===== config.mk =====
export PLATFORM = sky130hd
export DESIGN_NAME = grf_wb_arbiter
export DESIGN_NICKNAME = d
export VERILOG_FILES = /design/src/rtl/grf_wb_arbiter.sv
export SDC_FILE = /design/constraint.sdc
export NUM_CORES = 1
export LEC_CHECK = 0
export ABC_AREA = 1
export BUFFER_PORTS_ARGS = -buffer_cell sky130_fd_sc_hd__buf_2
export CAP_MARGIN = 10
export CELL_PAD_IN_SITES_DETAIL_PLACEMENT = 1
export CELL_PAD_IN_SITES_GLOBAL_PLACEMENT = 1
export CORE_MARGIN = 1.5
export CORE_UTILIZATION = 37
export CTS_CLUSTER_DIAMETER = 100
export CTS_CLUSTER_SIZE = 20
export DETAILED_ROUTE_END_ITERATION = 10
export PLACE_DENSITY = 0.8
export SETUP_SLACK_MARGIN = 0.5
export SYNTH_ARGS = -nofsm -noshare
export SYNTH_HDL_FRONTEND = slang
export SYNTH_SLANG_ARGS = --single-unit

===== constraint.sdc =====
create_clock -name clk -period 3.25 [get_ports clk]
set_clock_uncertainty 0.15 [all_clocks]
set_input_delay 0.65 -clock clk [delete_from_list [all_inputs] [get_ports clk]]
set_output_delay 0.65 -clock clk [all_outputs]
set_load 0.03 [all_outputs]

===== src/rtl/grf_wb_arbiter.sv =====
// Shares the GRF write port between WB (primary) and a buffered long-latency source (secondary).
// Optional same-cycle secondary bypass when idle: define GRF_ARB_BYPASS_EN.
module grf_wb_arbiter #(
  parameter int FIFO_DEPTH   = 2,
  parameter int STARVE_LIMIT = 4
) (
  input  logic        clk,
  input  logic        reset_n,
  input  logic        pri_valid,
  input  logic [4:0]  pri_addr,
  input  logic [31:0] pri_data,
  output logic        pri_ready,
  input  logic        sec_valid,
  input  logic [4:0]  sec_addr,
  input  logic [31:0] sec_data,
  output logic        sec_ready,
  input  logic        claim_valid,
  input  logic [4:0]  claim_addr,
  output logic [31:0] busy_vec,
  output logic [4:0]  grf_a3,
  output logic [31:0] grf_wd,
  output logic        grf_wr_en
);

  localparam int PTR_W = $clog2(FIFO_DEPTH);
  localparam int CNT_W = $clog2(FIFO_DEPTH + 1);
  localparam int SC_W  = $clog2(STARVE_LIMIT + 1);
  localparam logic [CNT_W-1:0] DEPTH_C = CNT_W'(FIFO_DEPTH);
  localparam logic [SC_W-1:0]  LIMIT_C = SC_W'(STARVE_LIMIT);

  logic [4:0]       fifo_addr [FIFO_DEPTH];
  logic [31:0]      fifo_data [FIFO_DEPTH];
  logic [PTR_W-1:0] rd_ptr;
  logic [PTR_W-1:0] wr_ptr;
  logic [CNT_W-1:0] count;
  logic [SC_W-1:0]  starve_cnt;
  logic [31:0]      busy_q;
  logic [31:0]      busy_next;

  logic        fifo_empty;
  logic        fifo_has_room;
  logic        override;
  logic        bypass;
  logic        push;
  logic        pop;
  logic [4:0]  head_addr;
  logic [31:0] head_data;

  assign fifo_empty    = (count == '0);
  assign fifo_has_room = (count < DEPTH_C);
  assign override      = !fifo_empty && (starve_cnt >= LIMIT_C);
  assign head_addr     = fifo_addr[rd_ptr];
  assign head_data     = fifo_data[rd_ptr];

`ifdef GRF_ARB_BYPASS_EN
  // Idle write port and empty FIFO: secondary goes straight to the GRF.
  assign bypass = reset_n && fifo_empty && !pri_valid && sec_valid;
`else
  assign bypass = 1'b0;
`endif

  assign pop       = reset_n && !fifo_empty && (override || !pri_valid);
  assign push      = reset_n && sec_valid && fifo_has_room && !bypass;
  assign sec_ready = reset_n && fifo_has_room;
  assign pri_ready = reset_n && !override;
  assign busy_vec  = busy_q;

  // Register 0 transfers complete their handshake but never assert the write enable.
  always_comb begin
    grf_wr_en = 1'b0;
    grf_a3    = '0;
    grf_wd    = '0;
    if (reset_n) begin
      if (!override && pri_valid) begin
        grf_a3    = pri_addr;
        grf_wd    = pri_data;
        grf_wr_en = (pri_addr != 5'd0);
      end else if (pop) begin
        grf_a3    = head_addr;
        grf_wd    = head_data;
        grf_wr_en = (head_addr != 5'd0);
      end else if (bypass) begin
        grf_a3    = sec_addr;
        grf_wd    = sec_data;
        grf_wr_en = (sec_addr != 5'd0);
      end
    end
  end

  // Clears first so a same-cycle claim on the same register wins.
  always_comb begin
    busy_next = busy_q;
    if (pop)
      busy_next[head_addr] = 1'b0;
    if (bypass)
      busy_next[sec_addr] = 1'b0;
    if (claim_valid)
      busy_next[claim_addr] = 1'b1;
    busy_next[0] = 1'b0;
  end

  always_ff @(posedge clk) begin
    if (push) begin
      fifo_addr[wr_ptr] <= sec_addr;
      fifo_data[wr_ptr] <= sec_data;
    end
  end

  always_ff @(posedge clk) begin
    if (!reset_n) begin
      rd_ptr     <= '0;
      wr_ptr     <= '0;
      count      <= '0;
      starve_cnt <= '0;
      busy_q     <= '0;
    end else begin
      if (push)
        wr_ptr <= wr_ptr + 1'b1;
      if (pop)
        rd_ptr <= rd_ptr + 1'b1;
      case ({push, pop})
        2'b10:   count <= count + 1'b1;
        2'b01:   count <= count - 1'b1;
        default: count <= count;
      endcase
      if (fifo_empty || pop)
        starve_cnt <= '0;
      else if (starve_cnt != LIMIT_C)
        starve_cnt <= starve_cnt + 1'b1;
      busy_q <= busy_next;
    end
  end

endmodule

==> metrics.txt, run 1 <==
status=completed; vias in the first global route=between 4000 and 5000; Startpoint Class=flip-flop; clock slew at reported path FFs=0.05 ns; HP Class=input port to flip-flop; Synth Area in Adders=0.00748; leading area contributor after synthesis=edfxtp_1; H-tree levels=4; Ports=roughly 160; total gr overflow=0; Final Setup Violations=0; largest net degree at the start of global routing=39; FFs w/ async S/R, synth=0; Crit. End Element=output pin; Die ar.=0.0143 mm2; beginning of the worst hold path=sec_data[10]; Worst Hold Depth=1; Cell Count, Final, Fillers Out=937; post-synthesis sequential area ratio=0.598; number of synthesized register bits=113; CORE AREA=about 0.013 mm2; placed cells=900; mean post-synth cell area=8.67 um2; M2 GR Usage=0.371; Reg-to-Reg Start=count[0]; Slew @ Worst Pin=0.553 ns; FF-to-FF path depth=10; post-route cell area=0.00679 mm2; CP Data Required Time=2.45 ns; Syn Nets=666; Fmax=0.382 GHz; setup tns final=0 ns; Peak supply drop=about 410 uV; total track usage=0.220; post-DR wirelength/cell=16.4 um; crit path time final=2.62 ns; Port Buffers=154; CTS tree=yes; xor/xnor cell area share of the yosys netlist=0.00698; Slowest cell on crit path=dfxtp_2; initial antenna violation count=1; Detailed Route WL=15400 um; post-synthesis mux area share=0; Fin. Hold Viols=0; top post-synthesis cells by count=nand2_1, a21oi_1, edfxtp_1; Residual DRC=0; post-DP HPWL=10900 um; Die Wd=119 um; Synth Area in Compound Gates=0.0870; Final Max Slew Viols=0; main combinational cell family by area after synthesis=simple AND/OR/NAND/NOR gates; CP arrival=1.82 ns; GP Congestion=0.789; # rows=42; nets=834; Lkg Pwr=2.88 nW; relative slew slack=0.629; met3 Resource Use GR=0.0589; Detail Route Antenna Nets=0; CP max stage delay=0.40 ns; post-synthesis simple-gate area fraction=0.256; crit path max fanout=12; Yosys cell types=26; Post-Syn Area=between 0.005 and 0.006 mm2; most common cell in the netlist=nand2_1; Max-Cap Viols=0; Die Y=119 um; Initial DRT Pass Iterations=4; filler instances=between 1500 and 2000; CTS Buf Count=17; root buffer cell=clkbuf_16; vias per cell=4.97; cells along the critical path=inv_1, o21ai_4, clkinv_4, buf_4, nand2_1, a21oi_1, clkbuf_4; Syn. warnings=0; kind of critical path=flip-flop to output pin; Vias=4657; post-synth top area share=0.443; Max Root-Sink Buffers=2; fin util=0.513; Clock Latency Late Sink=between 0.4 and 0.5 ns; most used flip-flop cell after synthesis=edfxtp_1; Hold Buf Count CTS=0; met1 usage=0.259; Syn-to-layout area delta=35.3%; EDFF count, synth=74; first-pass GRT wire length=24100 um; busiest grt layer=met2; DRT iter0 DRCs=287; Final period util=0.806; Syn Inst Count=579; initial core utilization=0.379; Worst R2R Setup Slack=1.25 ns; fraction of layout cells with a size suffix above 1=0.291; Crit. Startpoint=starve_cnt[2]; Area contributors post-synth=edfxtp_1, nand2_1, dfxtp_1, a21oi_1, inv_1; PD cells=around 600 mW/mm2; placed cell area=0.00600 mm2; RSZ-0062 raised after global routing=true; CTS Sinks=roughly 110
## layout make-up
type | instances | area (um2) | share of cell area
inverter | 24 | 100 | 0.0147
sequential | 113 | 3010 | 0.443
timing repair buffer | 171 | 953 | 0.140
clock inverter | 14 | 243 | 0.0357
multi-input combinational | 419 | 1830 | 0.269
timing repair inverter | 1 | 5.00 | 0.000737
tap | 176 | 220 | 0.0324
clock buffer | 17 | 425 | 0.0626
antenna | 2 | 5.00 | 0.000737
## worst max-delay path, delay by kind of cell (launching register included)
| family | cells | cell delay (ns) |
|---|---|---|
| simple gates | 1 | 0.07 |
| compound gates | 2 | 0.25 |
| buf+inv | 4 | 0.68 |
| flops | 1 | 0.40 |
## metal layers
metal	wire, um	part of all wire	vias up
met5	0	0	-
met4	496	0.032	0
met3	988	0.064	37
met2	7750	0.50	154
met1	6150	0.40	2236
li1	-	-	2230
## logic make-up (layout without fill, tap and decap cells)
kind of cell	count (synthesis)	in the layout
and+or+nand+nor	329	329
DFF	113	113
AOI/OAI and AO/OA	82	82
buffers and inverters	47	227
xor gates and xnor gates	4	4
adders and majority gates	3	3
other	1	3
## what timing repair did
item / CTS / global route
resized for setup: 10 / 15
pin swaps: 0 / 1
gates cloned: 0 / 1
hold endpoints to repair: 0 / 0
setup buffers: 0 / 3
setup endpoints to repair: 37 / 35
## per-stage QoR
step	setup slack, ns	total power (W)	hold slack, ns
floorplan	0.281	0.00188	0.322
global placement	0.525	0.00202	0.298
detailed placement	0.402	0.00204	0.303
CTS	0.492	0.00417	0.267
global route	0.496	0.00428	0.267
finish	0.631	0.00415	0.284
## path summary, 6_finish.rpt
| path | end |
|---|---|
| max | grf_wd[29] |
| min | fifo_data[0][10] |
| max reg2reg | count[1] |
| min reg2reg | busy_vec[27] |
## placed cells by master (no fill, tap or decap), types with 2 or more instances in the layout
cell and instances:
inv_2 3, nor2_4 5, clkinv_4 2, o21ai_2 2, nand2_2 2, clkinv_1 4, dfxtp_1 35, buf_4 13
clkinv_2 3, buf_2 150, nor2_2 2, nand3_1 2, dfxtp_2 3, edfxtp_1 74, a21oi_1 74, clkbuf_16 17
diode_2 2, nor3_1 13, xor2_1 3, buf_6 2, nor2_1 15, o21ai_0 2, buf_12 3, ha_1 3
nand2_1 289, clkbuf_4 3, inv_1 19, bufinv_16 7
## sequential cells by signal (all words and copies together) (netlist names), named ones only
| register | count |
|---|---|
| fifo_data | 64 |
| busy_vec | 31 |
| rd_ptr | 1 |
| count | 2 |
| wr_ptr | 1 |
| starve_cnt | 3 |
| fifo_addr | 10 |
## where the power goes
| group | internal, W | leakage (nW) | total [W] | switching (W) |
|---|---|---|---|---|
| Sequential | 0.00158 | 0.996 | 0.00160 | 0.0000201 |
| Clock | 0.00149 | 0.323 | 0.00212 | 0.000623 |
| Combinational | 0.000134 | 1.57 | 0.000430 | 0.000296 |
Power figures use the tool's default switching activity.
==> run 2, diff against run 1 <==
Settings changed: CORE_UTILIZATION 37 to 34, PLACE_DENSITY 0.8 to 0.77.
Clock period 3.25 ns to 2.29 ns, I/O delays scaled along.
==> run 2 against run 1 <==
The run now ends with negative setup slack left. Critical path depth did not move. Wire length increased by 21%. Clock-buffer cell count grew 4. Non-clock buffer count grew 33. Combinational power rose by 130%. Total power rose by 44%. Worst setup slack worse by 0.70 ns. Sequential share of layout area is 7.6 points lower. Critical endpoint unchanged. Core utilization up 5.4 points. Sequential cell count stayed put. Cell count increased by 4.4%.
==> metrics.txt, run 2 (synthesis gave the netlist of run 1 again) <==
status=finished with violations; failing checks=negative setup slack; placed cells=916; final critical-path setup slack=-0.0738 ns; Ports=156; initial core utilization=0.347; fraction of layout cells with a size suffix above 1=0.441; Sequential Area=approximately 0.0030 mm2; multi-input logic area=0.00259 mm2; DRT iter0 DRCs=201; first-pass GRT wire length=27700 um; vias in the first global route=roughly 5300; RSZ-0062 raised after global routing=true; CP arrival=1.76 ns; post-DP HPWL=11700 um; clock slew at reported path FFs=~0.060 ns; Cell Count, Final, Fillers Out=978; Startpoint Class=flip-flop; HP Class=input port to flip-flop; Final Setup Violations=37; most common cell after layout, fill and taps aside=nand2_1; GP Congestion=approximately 0.79; Worst R2R Setup Slack=0.06 ns; Final Max Slew Viols=0; Crit. End Element=output pin; root buffer cell=clkbuf_16; Fmax=~0.42 GHz; Max Root-Sink Buffers=2; Detail Route Antenna Nets=0; largest net degree at the start of global routing=33; relative slew slack=0.664; kind of critical path=flip-flop to output pin; Die Y=124 um; Reg-to-Reg Start=count[1]; Peak supply drop=around 450 uV; nets=slightly below 900; R2R Path End=count[1]; Final period util=1.03; setup tns final=-1.06 ns; Residual DRC=0; Detailed Route WL=roughly 19000 um; Lkg Pwr=about 3.4 nW; H-tree levels=4; initial antenna violation count=2; post-DR wirelength/cell=~19 um; # rows=44; Slew @ Worst Pin=~0.50 ns; filler instances=1622; Die Wd=124 um; Hold Buf Count CTS=0; Initial DRT Pass Iterations=4; crit path time final=between 2 and 2.5 ns; Largest Register=fifo_data; Fin. Hold Viols=0; CTS Sinks=113; Vias=4907; crit path max fanout=16; Max-Cap Viols=0; most frequent cells in the layout=nand2_1, buf_2, edfxtp_1; CTS tree=yes; CORE AREA=0.0145 mm2; end of the critical path=grf_wd[29]; Port Buffers=154; Clock Latency Late Sink=0.41 ns; vias per cell=5.02; PD cells=730 mW/mm2; CP Data Required Time=1.68 ns; max FFs per register=64; total track usage=0.231; CTS Buf Count=17; Die ar.=0.0155 mm2; Syn-to-layout area delta=63.5%; Worst Hold Depth=1; total gr overflow=0; Crit. Startpoint=count[1]; FF-to-FF path depth=12
## run 2: cell types whose count changed in the layout (fill, tap and decap cells not counted), sizes merged
cell      previous run  this run
clkbuf              20        21
inv                 22        23
clkinvlp             1         4
bufinv               7         4
clkinv               9         4
buf                168       204
## run 2: critical path, cell delays in order, from the launching register on
cell,delay (ns)
dfxtp_4,0.36
nor2_4,0.15
o21ai_4,0.10
inv_4,0.12
buf_12,0.16
nand2_2,0.09
a21oi_4,0.18
buf_6,0.16
## run 2: report_power, final
group	total [W]	internal [W]	leakage, nW	switching [W]
clock	0.00273	0.00181	0.278	0.000922
combinational	0.000979	0.000383	2.10	0.000596
sequential	0.00228	0.00225	0.997	0.0000333
## run 2: worst min-delay path by stage
stage / from / to / slack [ns]
after floorplan: rd_ptr / flip-flop / 0.32
after global routing: sec_data[22] / fifo_data[0][22] / 0.08
final: sec_addr[3] / fifo_addr[1][3] / 0.09
after global placement: busy_vec[8] / busy_vec[8] / 0.30
after detailed placement: busy_vec[22] / busy_vec[22] / 0.31
after CTS: sec_data[3] / fifo_data[0][3] / 0.08
## run 2: layer usage
metal	vias to the layer above	track usage	share of wire
met2	160	0.429	0.54
met1	2395	0.251	0.38
met3	54	0.0417	0.036
met5	-	0	0
met4	0	0.117	0.041
li1	2298	-	-
## run 2: repair_timing
item	CTS	global route
resized for setup	123	32
gates cloned	3	0
setup endpoints to repair	46	57
buffers inserted	19	6
pin swaps	23	10
## run 2: layout make-up
| cell class | count | area share |
|---|---|---|
| Antenna cell | 2 | 0.000610 |
| Clock inverter | 11 | 0.0198 |
| Inverter | 24 | 0.0162 |
| Multi-Input combinational cell | 419 | 0.315 |
| Tap cell | 184 | 0.0281 |
| Sequential cell | 113 | 0.368 |
| Clock buffer | 21 | 0.0537 |
| Timing Repair Buffer | 204 | 0.198 |
## run 2: through the flow
stage                      util  hold slack, ns  area, um2  setup slack (ns)  total power [W]
final                     0.567          0.0890       8210           -0.0738          0.00599
after floorplan               -           0.322       5720             0.312          0.00281
after global placement    0.470           0.300       6810             0.108          0.00304
after global routing      0.567          0.0775       8210            -0.108          0.00617
after CTS                 0.556          0.0772       8050           -0.0523          0.00595
after detailed placement  0.470           0.305       6810           0.00524          0.00307
==> run 3, diff against run 2 <==
Settings changed: CORE_ASPECT_RATIO from default to 0.7, CORE_UTILIZATION 34 to 35, CTS_BUF_LIST from default to sky130_fd_sc_hd__clkbuf_2 sky130_fd_sc_hd__clkbuf_4 sky130_fd_sc_hd__clkbuf_8, PLACE_DENSITY 0.77 to 0.79.
==> run 3 against run 2 <==
The run still ends with negative setup slack left. Sequential cell count stayed put. Combinational power hardly changed. Wire length is 2.8% higher. Register-to-register slack better by 0.26 ns. Hold slack worse by 0.044 ns. First-iteration DRC count is 22% higher. Critical endpoint is now grf_wd[8]. Largest cell class unchanged.
==> metrics.txt, run 3 (synthesis gave the netlist of run 1 again) <==
# rows=36; Fmax=0.414 GHz; PD cells=675 mW/mm2; Final Max Slew Viols=0; crit path max fanout=6; most frequent cells in the layout=nand2_1, buf_2, edfxtp_1; CTS Sinks=113; failing checks=negative setup slack; Clock Latency Late Sink=about 0.45 ns; Slowest cell on crit path=dfxtp_4; Crit. End Element=output pin; Die Y=103 um; crit path time final=between 2 and 2.5 ns; kind of critical path=flip-flop to output pin; nets=861; Initial DRT Pass Iterations=4; initial core utilization=0.359; post-DR wirelength/cell=19.7 um; Hold Buf Count CTS=0; max FFs per register=64; total track usage=0.238; Detailed Route WL=19200 um; clock slew at reported path FFs=0.08 ns; CP arrival=1.81 ns; HP Class=input port to flip-flop; vias in the first global route=approximately 5100; largest net degree at the start of global routing=39; CP Data Required Time=1.68 ns; CP bufs+invs=5; initial antenna violation count=0; Startpoint Class=flip-flop; status=finished with violations; Max Root-Sink Buffers=2; CP max stage delay=a little under 0.4 ns; CORE AREA=0.0140 mm2; Pwr Total=0.00545 W; total gr overflow=0; Port Buffers=154; most common cell after layout, fill and taps aside=nand2_1; Detail Route Antenna Nets=0; Slew @ Worst Pin=0.576 ns; Die ar.=0.0151 mm2; Vias=between 4000 and 5000; Fin. Hold Viols=0; CTS tree=yes; RSZ-0062 raised after global routing=true; relative slew slack=0.613; Largest Register=fifo_data; Syn-to-layout area delta=60.9%; fraction of layout cells with a size suffix above 1=0.480; CTS Buf Count=17; Residual DRC=0; root buffer cell=clkbuf_8; Peak supply drop=356 uV; DP Worst Slack=0.0439 ns; filler instances=1594; cells along the critical path=inv_4, nand2_4, o211ai_4, inv_4, buf_6, buf_12, nand2_4, a21oi_4, buf_6; Lkg Pwr=3.30 nW; ANT cells=0; post-DP HPWL=11600 um; final critical-path setup slack=-0.126 ns; crit-path leading delay family=buffers and inverters; GP Congestion=0.859; Final Setup Violations=38; vias per cell=5.01; Final period util=1.06; Max-Cap Viols=0; first-pass GRT wire length=27100 um; H-tree levels=4; DRT iter0 DRCs=roughly 250; Die Wd=146 um; Ports=between 150 and 200
-- run 3: cell count changes in the layout (fill, tap and decap cells not counted), moves of 2 or more --
| cell | previous run | this run |
|---|---|---|
| inv_2 | 1 | 3 |
| buf_12 | 11 | 7 |
| buf_6 | 47 | 49 |
| clkbuf_8 | 0 | 17 |
| nand2_2 | 18 | 47 |
| clkbuf_16 | 17 | 2 |
| clkbuf_1 | 4 | 0 |
| diode_2 | 2 | 0 |
| clkinv_4 | 1 | 3 |
| nor2_2 | 5 | 7 |
| nand2_1 | 246 | 218 |
| buf_4 | 28 | 23 |
-- run 3: where the power goes --
part | switching, W | leakage, nW | total [W] | internal, W
clock | 0.000911 | 0.207 | 0.00220 | 0.00128
sequential | 0.0000338 | 0.997 | 0.00228 | 0.00224
combinational | 0.000609 | 2.09 | 0.000981 | 0.000372
total | 0.00155 | 3.30 | 0.00545 | 0.00390
-- run 3: worst paths after layout --
| kind | start | endpoint | slack (ns) | depth (start not counted) |
|---|---|---|---|---|
| max reg2reg | count[1] | count[1] | 0.32 | 12 |
| min | sec_addr[3] | fifo_addr[0][3] | 0.05 | 1 |
| min reg2reg | busy_vec[17] | busy_vec[17] | 0.31 | 2 |
| max | count[0] | grf_wd[8] | -0.13 | 9 |
-- run 3: area by class of cell --
type	count	area [um2]	area share
Sequential cell	113	3020	0.374
Multi-Input combinational cell	419	2650	0.328
Timing Repair Buffer	199	1600	0.198
Tap cell	190	238	0.0294
Clock buffer	17	234	0.0290
Clock inverter	15	216	0.0268
Inverter	24	128	0.0158
-- run 3: per-layer routing --
layer	track usage	up-vias	part of all wire
li1	-	2288	-
met1	0.283	2427	0.41
met2	0.438	149	0.52
met3	0.0575	30	0.052
met4	0.0660	0	0.020
met5	0	-	0
-- run 3: stage by stage --
step                       util  TNS, ns  instance area [um2]  cells  hold slack (ns)
after CTS                 0.557    -3.00                 7780    968           0.0354
after global routing      0.578    -6.78                 8080    977          0.00655
final                     0.578    -3.64                 8080    977           0.0454
after global placement    0.485        0                 6780    920            0.298
after detailed placement  0.485        0                 6780    920            0.307
after floorplan               -        0                 5720    579            0.322
-- run 3: repair_timing --
action / CTS / global route
pin swaps: 5 / 26
buffers inserted: 12 / 7
resized for setup: 113 / 64
setup endpoints to repair: 60 / 73
gates cloned: 4 / 2
